===== src/rtl/vga_seq_pkg.sv =====
// rtl/vga_seq_pkg.sv - shared VGA timing constants, sequencer state type and width helper
package vga_seq_pkg;

  localparam int HA_END = 639;
  localparam int VA_END = 479;
  localparam int LINE   = 799;
  localparam int SCREEN = 524;

  typedef enum logic [1:0] {
    IDLE  = 2'd0,
    START = 2'd1,
    WAIT  = 2'd2,
    FIN   = 2'd3
  } seq_state_e;

  // Client index width; a single client still needs one bit of index.
  function automatic int client_idx_w(input int n_clients);
    return (n_clients > 1) ? $clog2(n_clients) : 1;
  endfunction

endpackage


===== src/rtl/seq_watchdog.sv =====
// rtl/seq_watchdog.sv - loadable down-counter that flags expiry while running
module seq_watchdog #(
  parameter int             W          = 12,
  parameter logic [W-1:0]   LOAD_VALUE = '1
) (
  input  logic i_clk,
  input  logic i_rst,
  input  logic i_load,
  input  logic i_run,
  output logic o_expire
);

  logic [W-1:0] cnt_q, cnt_d;

  // Reload on each client start, then count down once per waiting clock.
  always_comb begin
    cnt_d = cnt_q;
    if (i_load) begin
      cnt_d = LOAD_VALUE;
    end else if (i_run && (cnt_q != '0)) begin
      cnt_d = cnt_q - 1'b1;
    end
  end

  // Counter register.
  always_ff @(posedge i_clk) begin
    if (i_rst) begin
      cnt_q <= '0;
    end else begin
      cnt_q <= cnt_d;
    end
  end

  assign o_expire = i_run && (cnt_q == '0);

endmodule


===== src/rtl/vblank_sequencer.sv =====
// rtl/vblank_sequencer.sv - vblank-triggered client update sequencer; optional watchdog via VBLANK_SEQ_WATCHDOG_EN
module vblank_sequencer
  import vga_seq_pkg::*;
#(
  parameter int N_CLIENTS   = 4,
  parameter int FRAME_DIV   = 1,
  parameter int WDOG_CYCLES = 4096
) (
  input  logic                 i_clk,
  input  logic                 i_rst,
  input  logic [9:0]           i_x,
  input  logic [9:0]           i_y,
  input  logic                 i_pause,
  input  logic [N_CLIENTS-1:0] i_done,
  input  logic                 i_clr_err,
  output logic [N_CLIENTS-1:0] o_start,
  output logic                 o_busy,
  output logic                 o_seq_done,
  output logic [15:0]          o_frame_cnt,
  output logic                 o_overrun,
  output logic [N_CLIENTS-1:0] o_wdog_err
);

  localparam int                   IDX_W    = client_idx_w(N_CLIENTS);
  localparam logic [IDX_W-1:0]     LAST_IDX = IDX_W'(N_CLIENTS - 1);
  localparam logic [7:0]           DIV_LAST = 8'(FRAME_DIV - 1);
  localparam logic [N_CLIENTS-1:0] ONE_HOT0 = N_CLIENTS'(1);

  if (FRAME_DIV < 1 || FRAME_DIV > 255 || WDOG_CYCLES < 1 || WDOG_CYCLES > 4096) begin : g_param_check
    $error("vblank_sequencer: FRAME_DIV or WDOG_CYCLES out of range");
  end

  seq_state_e             state_q, state_d;
  logic [IDX_W-1:0]       idx_q, idx_d;
  logic [7:0]             div_q, div_d;
  logic [15:0]            frame_q, frame_d;
  logic [N_CLIENTS-1:0]   start_q;
  logic                   busy_q;
  logic                   seq_done_q;
  logic                   overrun_q;
  logic                   set_overrun;
  logic                   trig;
  logic                   deadline;
  logic                   wdog_expire;

  // First blanking line starts at x=0 of line VA_END+1; the frame ends at the last pixel clock.
  assign trig     = (i_x == 10'd0) && (i_y == 10'(VA_END + 1));
  assign deadline = (i_x == 10'(LINE)) && (i_y == 10'(SCREEN));

`ifdef VBLANK_SEQ_WATCHDOG_EN
  logic [N_CLIENTS-1:0] wdog_q;
  logic                 wdog_hit;

  seq_watchdog #(
    .W          (12),
    .LOAD_VALUE (12'(WDOG_CYCLES - 1))
  ) u_wdog (
    .i_clk    (i_clk),
    .i_rst    (i_rst),
    .i_load   (state_q == START),
    .i_run    (state_q == WAIT),
    .o_expire (wdog_expire)
  );

  // An expiry only counts as an error when it is what moves the sequence on.
  assign wdog_hit = (state_q == WAIT) && !deadline && wdog_expire && !i_done[idx_q];

  // Sticky per-client timeout flags; a new timeout beats a simultaneous clear.
  always_ff @(posedge i_clk) begin
    if (i_rst) begin
      wdog_q <= '0;
    end else begin
      wdog_q <= ({N_CLIENTS{wdog_hit}} & (ONE_HOT0 << idx_q)) | (wdog_q & ~{N_CLIENTS{i_clr_err}});
    end
  end

  assign o_wdog_err = wdog_q;
`else
  assign wdog_expire = 1'b0;
  assign o_wdog_err  = '0;
`endif

  // Next-state logic: accept divided triggers when idle, walk clients in order, abort on deadline.
  always_comb begin
    state_d     = state_q;
    idx_d       = idx_q;
    div_d       = div_q;
    frame_d     = frame_q;
    set_overrun = 1'b0;
    case (state_q)
      IDLE: begin
        if (trig && !i_pause) begin
          if (div_q == DIV_LAST) begin
            div_d   = '0;
            idx_d   = '0;
            frame_d = frame_q + 16'd1;
            state_d = START;
          end else begin
            div_d = div_q + 8'd1;
          end
        end
      end
      START: begin
        if (deadline) begin
          state_d     = IDLE;
          set_overrun = 1'b1;
        end else begin
          state_d = WAIT;
        end
      end
      WAIT: begin
        if (deadline) begin
          state_d     = IDLE;
          set_overrun = 1'b1;
        end else if (i_done[idx_q] || wdog_expire) begin
          if (idx_q == LAST_IDX) begin
            state_d = FIN;
          end else begin
            idx_d   = idx_q + 1'b1;
            state_d = START;
          end
        end
      end
      FIN: begin
        state_d = IDLE;
      end
      default: begin
        state_d = IDLE;
      end
    endcase
  end

  // State and registered outputs, all decoded from the next state so they align with it.
  always_ff @(posedge i_clk) begin
    if (i_rst) begin
      state_q    <= IDLE;
      idx_q      <= '0;
      div_q      <= '0;
      frame_q    <= '0;
      start_q    <= '0;
      busy_q     <= 1'b0;
      seq_done_q <= 1'b0;
      overrun_q  <= 1'b0;
    end else begin
      state_q    <= state_d;
      idx_q      <= idx_d;
      div_q      <= div_d;
      frame_q    <= frame_d;
      start_q    <= (state_d == START) ? (ONE_HOT0 << idx_d) : '0;
      busy_q     <= (state_d != IDLE);
      seq_done_q <= (state_d == FIN);
      overrun_q  <= set_overrun | (overrun_q & ~i_clr_err);
    end
  end

  assign o_start     = start_q;
  assign o_busy      = busy_q;
  assign o_seq_done  = seq_done_q;
  assign o_frame_cnt = frame_q;
  assign o_overrun   = overrun_q;

endmodule


===== config.mk =====
export PLATFORM = sky130hd
export DESIGN_NAME = vblank_sequencer
export DESIGN_NICKNAME = d
export VERILOG_FILES = /design/src/rtl/vga_seq_pkg.sv /design/src/rtl/seq_watchdog.sv /design/src/rtl/vblank_sequencer.sv
export SDC_FILE = /design/constraint.sdc
export NUM_CORES = 1
export LEC_CHECK = 0
export CORE_ASPECT_RATIO = 0.9
export CORE_MARGIN = 4
export CORE_UTILIZATION = 43
export CTS_CLUSTER_SIZE = 10
export DETAILED_ROUTE_END_ITERATION = 16
export MAX_ROUTING_LAYER = met4
export PLACE_DENSITY = 0.81
export SYNTH_ARGS = -nofsm -noshare
export SYNTH_HDL_FRONTEND = slang
export SYNTH_SLANG_ARGS = --single-unit

===== constraint.sdc =====
create_clock -name i_clk -period 2.55 [get_ports i_clk]
set_clock_uncertainty 0.1 [all_clocks]
set_input_delay 0.51 -clock i_clk [delete_from_list [all_inputs] [get_ports i_clk]]
set_output_delay 0.51 -clock i_clk [all_outputs]
set_load 0.01 [all_outputs]

==> flow_summary.yaml, run 1 <==
placement:
  io_buffer_count: 50
  hpwl_um: 3820
  gp_congestion: 0.867
  dp_slack_ns: -0.503
finish:
  drive_gt1_frac: 0.333
  final_common_cell: "clkdlybuf4s50_1"
  syn_to_final_growth_pct: 59.2
  final_cell_mix: "clkdlybuf4s50_1, dfxtp_1, buf_4, a21oi_1, nand2_1"
  nets: 345
  fill_cells: 298
  diodes: 0
grt:
  grt_antenna_before_repair: 0
  grt_pass1_vias: 2061
  grt_util_all_layers: 0.207
  grt_max_degree: 24
  grt_pass1_wl_um: 9210
  grt_overflow_total: 0
clock_tree:
  tritoncts: "done"
  path_clk_slew_ns: 0.07
  cts_sinks: 35
  clock_path_buffers: 2
  cts-buffers-inserted: 5
  cts_root_buf: "clkbuf_8"
  cts_max_level: 2
  insertion_delay_ns: 0.29
hold_path:
  hold_class: "flop to flop"
timing:
  hold_slack_ns: 0.394
  fin_ws_ns: 0.0489
  finalCritPeriodShare: 0.981
  slew_headroom: 0.610
  finalSetupTns_ns: 0
  setup_viol: 0
  hold_violations: 0
  slew_violations: 0
  worst_slew_pin_slew_ns: 0.584
  fin_crit_ns: 2.50
  fmax_ghz: 0.400
die:
  io_pins: 55
  dieHeight_um: 71.4
  die_x_um: 78.5
  rows: 22
  start_util: 0.459
  dieArea_um2: 5600
  coreArea_um2: 4180
route:
  first_iter_violations: 148
  wl_per_cell_um: 15.1
  vias: 2108
  antenna_left: 0
  drc: 0
  viasPerCell: 5.67
  dr.pass1.iters: 4
  finalWirelength_um: 5610
setup_path:
  r2r-end: "o_frame_cnt[15]"
  arrival_ns: 2.60
  cp-end-kind: "flop"
  cp_data_required_time_ns: 2.64
  critPathSlowestCell: "a221o_2"
  critPathMaxStageDelay_ns: 0.48
  r2r_start: "div_q[0]"
  critPathKind: "primary input to flop"
  startpoint_type: "primary input"
  cp_max_fo: 4
  crit_chain: "clkdlybuf4s50_1 > or2_4 > buf_4 > nor4_4 > a21oi_2 > a221o_2 > nor4_2"
  critical_path.endpoint: "o_start[3]"
  rr_worst_depth: 9
  critPathLaunch: "i_y[0]"
  rrSetupSlack_ns: 0.09
power:
  ir_drop_mv: 0.229
  p_per_area_nw_per_um2: 335
  power.leakage_nw: 1.08
  p_total_w: 0.00102
logic_synthesis:
  yosys_warnings: 0
  syn-cell-area_um2: 1920
  synth_cell_types: 47
  ys_seq_area_frac: 0.365
  ys_seq_elements: 35
  netlist_instances: 223
  syn_area_per_cell_um2: 8.62
  synthFlopType: "dfxtp_1"
  synth-edff-count: 0
  async_flop_share: 0
job:
  max_cap_violations: 0
status:
  status: "complete, no violations"
## kinds of logic (layout without fill, tap and decap cells)
family | count (synthesis) | after routing | share of synthesized area
mux | 3 | 3 | 0.0163
flops | 35 | 35 | 0.365
compound gates | 58 | 58 | 0.192
buf+inv | 25 | 111 | 0.0573
other cells | 1 | 4 | 0.00195
fa+ha+maj | 6 | 6 | 0.0391
xor+xnor | 4 | 4 | 0.0182
simple gates | 91 | 91 | 0.311
## worst min-delay path by stage
stage,start,end,slack [ns],cells past startpoint
2_1_floorplan,div_q[7],div_q[7],0.35,2
3_3_place_gp,div_q[7],div_q[7],0.37,2
3_5_place_dp,o_overrun,o_overrun,0.38,2
4_1_cts,div_q[7],div_q[7],0.40,2
5_1_grt,o_frame_cnt[15],o_frame_cnt[15],0.44,2
6_report,o_overrun,o_overrun,0.39,2
## synthesized netlist by cell type, types with 3 or more instances
library cell	number	area share
a21oi_1	25	0.065
buf_4	4	0.016
clkbuf_1	7	0.014
dfxtp_1	35	0.36
ha_1	6	0.039
inv_1	13	0.025
nand2_1	16	0.031
nand3_1	10	0.026
nand4_1	6	0.020
nor2_1	11	0.021
nor4_1	3	0.0098
nor4_4	3	0.033
o21ai_0	6	0.016
o31ai_1	14	0.055
or3_1	4	0.013
or4_1	16	0.063
xnor2_1	4	0.018
## power by group
part	switching (W)	total, W	internal (W)
Combinational	0.0000324	0.0000753	0.0000430
Clock	0.000212	0.000403	0.000191
Sequential	0.000000000129	0.000546	0.000546
Total	0.000244	0.00102	0.000780
## state kept, by name, indices dropped and copies added (netlist names)
| signal | flops |
|---|---|
| o_busy | 1 |
| o_seq_done | 1 |
| o_start | 4 |
| idx_q | 2 |
| o_frame_cnt | 16 |
| o_overrun | 1 |
| div_q | 8 |
| state_q | 2 |
## timing repair
action,4_1_cts,5_1_grt
setup endpoints to repair,25,23
cloned,1,0
resized for setup,29,52
pin swaps,22,18
hold buffers,0,0
setup buffers,7,1
## layer usage
| layer | global-route usage | vias to the layer above | wire (um) |
|---|---|---|---|
| met5 | - | - | 0 |
| met4 | 0.0641 | 0 | 129 |
| met3 | 0.0490 | 17 | 283 |
| met2 | 0.353 | 63 | 2780 |
| met1 | 0.244 | 1001 | 2410 |
| li1 | - | 1027 | - |
## final cells by class
class	count	area (um2)	share of cell area
multi-input combinational	166	1340	0.438
timing repair buffer	90	806	0.263
clock inverter	2	12.5	0.00409
tap	60	75.1	0.0245
inverter	13	48.8	0.0160
sequential	35	703	0.230
clock buffer	6	72.6	0.0237
## worst max-delay path: cells and delay by family
kind / cells / cell delay, ns
buffers and inverters: 2 / 0.53
and+or+nand+nor: 3 / 0.96
AOI/OAI and AO/OA: 2 / 0.58
## stage by stage
step / util / cell area (um2) / instances
global placement: 0.641 / 2680 / 355
CTS: 0.687 / 2880 / 371
global route: 0.731 / 3060 / 372
detailed placement: 0.641 / 2680 / 355
floorplan: - / 1930 / 226
finish: 0.731 / 3060 / 372
(Power assumes the default switching activity.)
==> run 2: changes to the inputs <==
CORE_ASPECT_RATIO = 0.6   (was 0.9)
==> flow_summary.yaml, run 2 (synthesis results as in run 1) <==
grt:
  grt_util_all_layers: 0.191
  grt_pass1_vias: 1870
  grt_antenna_before_repair: 0
  grt_pass1_wl_um: 8250
  grt_max_degree: 24
  grt_overflow_total: 0
clock_tree:
  path_clk_slew_ns: 0.08
  cts_root_buf: "clkbuf_8"
  insertion_delay_ns: 0.30
  cts_max_level: 2
  clock_path_buffers: 2
  cts-buffers-inserted: 5
  cts_sinks: 35
  tritoncts: "done"
hold_path:
  hold_class: "flop to flop"
  min-delay-start: "div_q[7]"
  whs_path_depth: 2
  hold_path_end: "div_q[7]"
setup_path:
  cp_max_fo: 7
  rrSetupSlack_ns: 0.08
  arrival_ns: 2.61
  rr_worst_depth: 9
  startpoint_type: "primary input"
  r2r_start: "div_q[0]"
  cp_data_required_time_ns: 2.67
  critPathKind: "primary input to flop"
  cp-end-kind: "flop"
  r2r-end: "o_frame_cnt[15]"
timing:
  slew_violations: 0
  fin_ws_ns: 0.0568
  setup_viol: 0
  fin_crit_ns: 2.49
  finalSetupTns_ns: 0
  fmax_ghz: 0.401
  hold_violations: 0
  finalCritPeriodShare: 0.978
finish:
  nets: 336
  stdcell_count: 363
  final_common_cell: "dfxtp_1"
  diodes: 0
  utilization: 0.690
  drive_gt1_frac: 0.228
  final_cell_mix: "dfxtp_1, clkdlybuf4s50_1, buf_4, a21oi_1, nand2_1"
  syn_to_final_growth_pct: 51.2
  largest_reg_flops: 16
die:
  coreArea_um2: 4210
  rows: 18
  start_util: 0.456
  dieArea_um2: 5640
  dieHeight_um: 59.8
  io_pins: 55
  die_x_um: 94.3
route:
  wl_met3_um: 435
  vias: 2072
  viasPerCell: 5.71
  first_iter_violations: 148
  wl_per_cell_um: 14.7
  wl_met1_um: 2370
  route.met2.wl_um: 2500
  drc: 0
  antenna_left: 0
  dr.pass1.iters: 5
  top_layer: "met4"
  finalWirelength_um: 5350
power:
  ir_drop_mv: 0.354
  swShare: 0.221
  clkPwrFrac: 0.453
  p_switching_w: 0.000249
  sequentialPowerShare: 0.485
  combPwrFrac: 0.062
  internal_power_w: 0.000877
  power.leakage_nw: 1.01
  p_per_area_nw_per_um2: 387
placement:
  gp_congestion: 0.876
  hpwl_um: 3800
  dp_slack_ns: -0.517
  dp_cells: 348
  io_buffer_count: 50
job:
  max_cap_violations: 0
status:
  status: "complete, no violations"
## run 2: metrics by stage
step	power, W	area [um2]	hold slack, ns
2_1_floorplan	0.000584	1930	0.347
3_3_place_gp	0.000632	2630	0.368
3_5_place_dp	0.000633	2630	0.377
4_1_cts	0.00113	2790	0.391
5_1_grt	0.00116	2910	0.414
6_report	0.00113	2910	0.398
## run 2: worst max-delay path, stage by stage
cell and delay (ns):
clkdlybuf4s15_1 0.17, or4_4 0.57, nor4_4 0.26, buf_6 0.17, nand4_4 0.12, buf_6 0.15
or4_4 0.52, a21oi_2 0.15
## run 2: power by group through the flow
stage                     Sequential (W)  Combinational, W  Clock (W)
after floorplan                 0.000559         0.0000253          0
after global placement          0.000559         0.0000728          0
after detailed placement        0.000559         0.0000740          0
after CTS                       0.000546         0.0000679   0.000514
after global routing            0.000546         0.0000757   0.000534
final                           0.000546         0.0000701   0.000510
## run 2: final cells by class
type	count	area, um2
Clock buffer	5	68.8
Clock inverter	3	43.8
Fill cell	339	1310
Inverter	13	48.8
Multi-Input combinational cell	166	1230
Sequential cell	35	701
Tap cell	60	75.1
Timing Repair Buffer	81	736
## run 2: worst max path at each step
stage / start / end / depth (start not counted)
2_1_floorplan: i_x[5] / div_q[5] / 5
3_5_place_dp: i_y[2] / o_frame_cnt[11] / 8
4_1_cts: div_q[0] / o_frame_cnt[15] / 9
6_report: i_y[1] / o_frame_cnt[15] / 8
5_1_grt: i_y[1] / o_frame_cnt[15] / 8
3_3_place_gp: i_x[5] / o_frame_cnt[5] / 7
## run 2: per-layer routing
metal | vias up | track usage
met1 | 967 | 0.247
met5 | - | -
met3 | 6 | 0.0478
met4 | 0 | 0.0432
met2 | 91 | 0.302
li1 | 1008 | -
## run 2: what timing repair did
action / 4_1_cts / 5_1_grt
endpoints found under the setup margin: 27 / 26
buffers inserted: 3 / 4
hold buffers: 0 / 0
pin swaps: 15 / 11
gates resized for setup: 24 / 22
==> run 3: changes to the inputs <==
CAP_MARGIN = 20   (was default)
CORE_UTILIZATION = 47   (was 43)
PLACE_DENSITY = 0.84   (was 0.81)
clock period = 2.39 ns   (was 2.55 ns; I/O delays follow)
==> flow_summary.yaml, run 3 (synthesis results as in run 1) <==
timing:
  hold_violations: 0
  fin_crit_ns: 2.57
  rsz0062_at_grt: "yes"
  slew_violations: 0
  slew_headroom: 0.636
  worst_slew_pin_slew_ns: 0.545
  finalSetupTns_ns: -2.60
  fmax_ghz: 0.389
  setup_viol: 27
  fin_ws_ns: -0.178
  finalCritPeriodShare: 1.07
power:
  swShare: 0.232
  internal_power_w: 0.000942
  power.leakage_nw: 1.16
  sequentialPowerShare: 0.475
  p_per_area_nw_per_um2: 378
  p_switching_w: 0.000284
  clkPwrFrac: 0.450
  combPwrFrac: 0.075
  ir_drop_mv: 0.336
status:
  status: "complete, but fails checks"
  violations: "setup timing"
finish:
  diodes: 0
  nets: 360
  final_cell_mix: "buf_4, dfxtp_1, clkdlybuf4s50_1, nand2_1, buf_6"
  final_common_cell: "buf_4"
  drive_gt1_frac: 0.376
  largest_reg_flops: 16
  syn_to_final_growth_pct: 68.9
  fill_cells: 190
die:
  die_x_um: 90.6
  coreArea_um2: 3810
  rows: 17
  start_util: 0.505
  dieHeight_um: 57.5
  dieArea_um2: 5210
  io_pins: 55
clock_tree:
  insertion_delay_ns: 0.31
  clock_path_buffers: 2
  cts_max_level: 2
  path_clk_slew_ns: 0.08
  cts_root_buf: "clkbuf_8"
  cts-buffers-inserted: 5
  tritoncts: "done"
  cts_hold_buf: 0
  cts_sinks: 35
hold_path:
  min-delay-start: "o_overrun"
  hold_class: "flop to flop"
  whs_path_depth: 2
  hold_path_end: "o_overrun"
setup_path:
  crit_cells: 9
  critPathMaxStageDelay_ns: 0.48
  critPathSlowestCell: "or4_4"
  rr_worst_depth: 9
  cp_data_required_time_ns: 2.53
  critPathLaunch: "div_q[1]"
  cp_max_fo: 5
  r2r-end: "o_frame_cnt[12]"
  arrival_ns: 2.71
  rrSetupSlack_ns: -0.18
  critPathKind: "flop to flop"
  startpoint_type: "flop"
  crit_chain: "inv_2 > ha_4 > or4b_4 > nor4_4 > buf_4 > nand4_4 > buf_6 > or4_4 > a21oi_2"
  cp_top_family: "simple AND/OR/NAND/NOR gates"
  cp-end-kind: "flop"
  r2r_start: "div_q[1]"
  cp_num_buf_inv: 3
grt:
  grt_overflow_total: 0
  grt_max_degree: 24
  grt_antenna_before_repair: 0
  grt_pass1_wl_um: 11400
  grt_pass1_vias: 2293
  grt_util_all_layers: 0.280
route:
  wl_per_cell_um: 21.8
  first_iter_violations: 284
  drc: 0
  vias: 2472
  antenna_left: 0
  viasPerCell: 6.61
  dr.pass1.iters: 5
  finalWirelength_um: 8150
job:
  max_cap_violations: 0
placement:
  hpwl_um: 3840
  io_buffer_count: 50
  dp_slack_ns: -0.646
  gp_congestion: 0.895
==> run 3: changes by cell type in the layout (fill, tap and decap cells not counted), sizes merged <==
cell,previous run,this run
dlygate4sd2,12,9
buf,31,60
dlymetal6s2s,1,0
clkdlybuf4s50,34,32
clkbuf,5,6
==> run 3: per-layer routing <==
| metal | part of all wire | global-route usage | vias to the layer above |
|---|---|---|---|
| met3 | 0.11 | 0.0922 | 59 |
| met2 | 0.43 | 0.440 | 208 |
| met4 | 0.047 | 0.0980 | 0 |
| li1 | - | - | 1052 |
| met1 | 0.41 | 0.339 | 1153 |
| met5 | 0 | - | - |
==> run 3: worst reg2reg max path, stage by stage, from the launching register on <==
cell,delay [ns]
dfxtp_1,0.34
inv_2,0.08
ha_4,0.11
or4b_4,0.47
nor4_4,0.27
buf_4,0.18
nand4_4,0.13
buf_6,0.18
or4_4,0.48
a21oi_2,0.16
==> run 3: power by group through the flow <==
stage | registers [W] | logic [W] | clock network, W
after floorplan | 0.000596 | 0.0000270 | 0
after global placement | 0.000596 | 0.0000817 | 0
after detailed placement | 0.000596 | 0.0000826 | 0
after CTS | 0.000583 | 0.0000820 | 0.000547
after global routing | 0.000582 | 0.0000952 | 0.000580
final | 0.000583 | 0.0000915 | 0.000552
==> run 3: layout make-up <==
type	count	area [um2]	share of cell area
multi-input combinational	166	1370	0.423
inverter	13	48.8	0.0150
clock buffer	5	68.8	0.0212
clock inverter	3	43.8	0.0135
tap	47	58.8	0.0181
timing repair buffer	105	951	0.293
sequential	35	702	0.216
==> run 3: worst max path at each step <==
stage                                 end
after floorplan                  div_q[5]
after global placement         o_start[1]
after detailed placement   o_frame_cnt[8]
after CTS                 o_frame_cnt[12]
after global routing      o_frame_cnt[13]
final                     o_frame_cnt[12]
==> run 3: stage by stage <==
step / utilization / hold WS [ns] / instance area (um2) / power (W) / instances
floorplan: - / 0.347 / 1930 / 0.000623 / 226
global placement: 0.699 / 0.365 / 2660 / 0.000678 / 340
detailed placement: 0.699 / 0.373 / 2660 / 0.000679 / 340
CTS: 0.815 / 0.390 / 3100 / 0.00121 / 368
global route: 0.852 / 0.446 / 3250 / 0.00126 / 374
finish: 0.852 / 0.416 / 3250 / 0.00123 / 374
==> run 3: what timing repair did <==
| item | in CTS | in global routing |
|---|---|---|
| resized for setup | 68 | 39 |
| pin swaps | 35 | 24 |
| gates cloned | 2 | 0 |
| setup buffers | 19 | 11 |
| setup endpoints to repair | 32 | 28 |
| endpoints found under the hold margin | 0 | 0 |
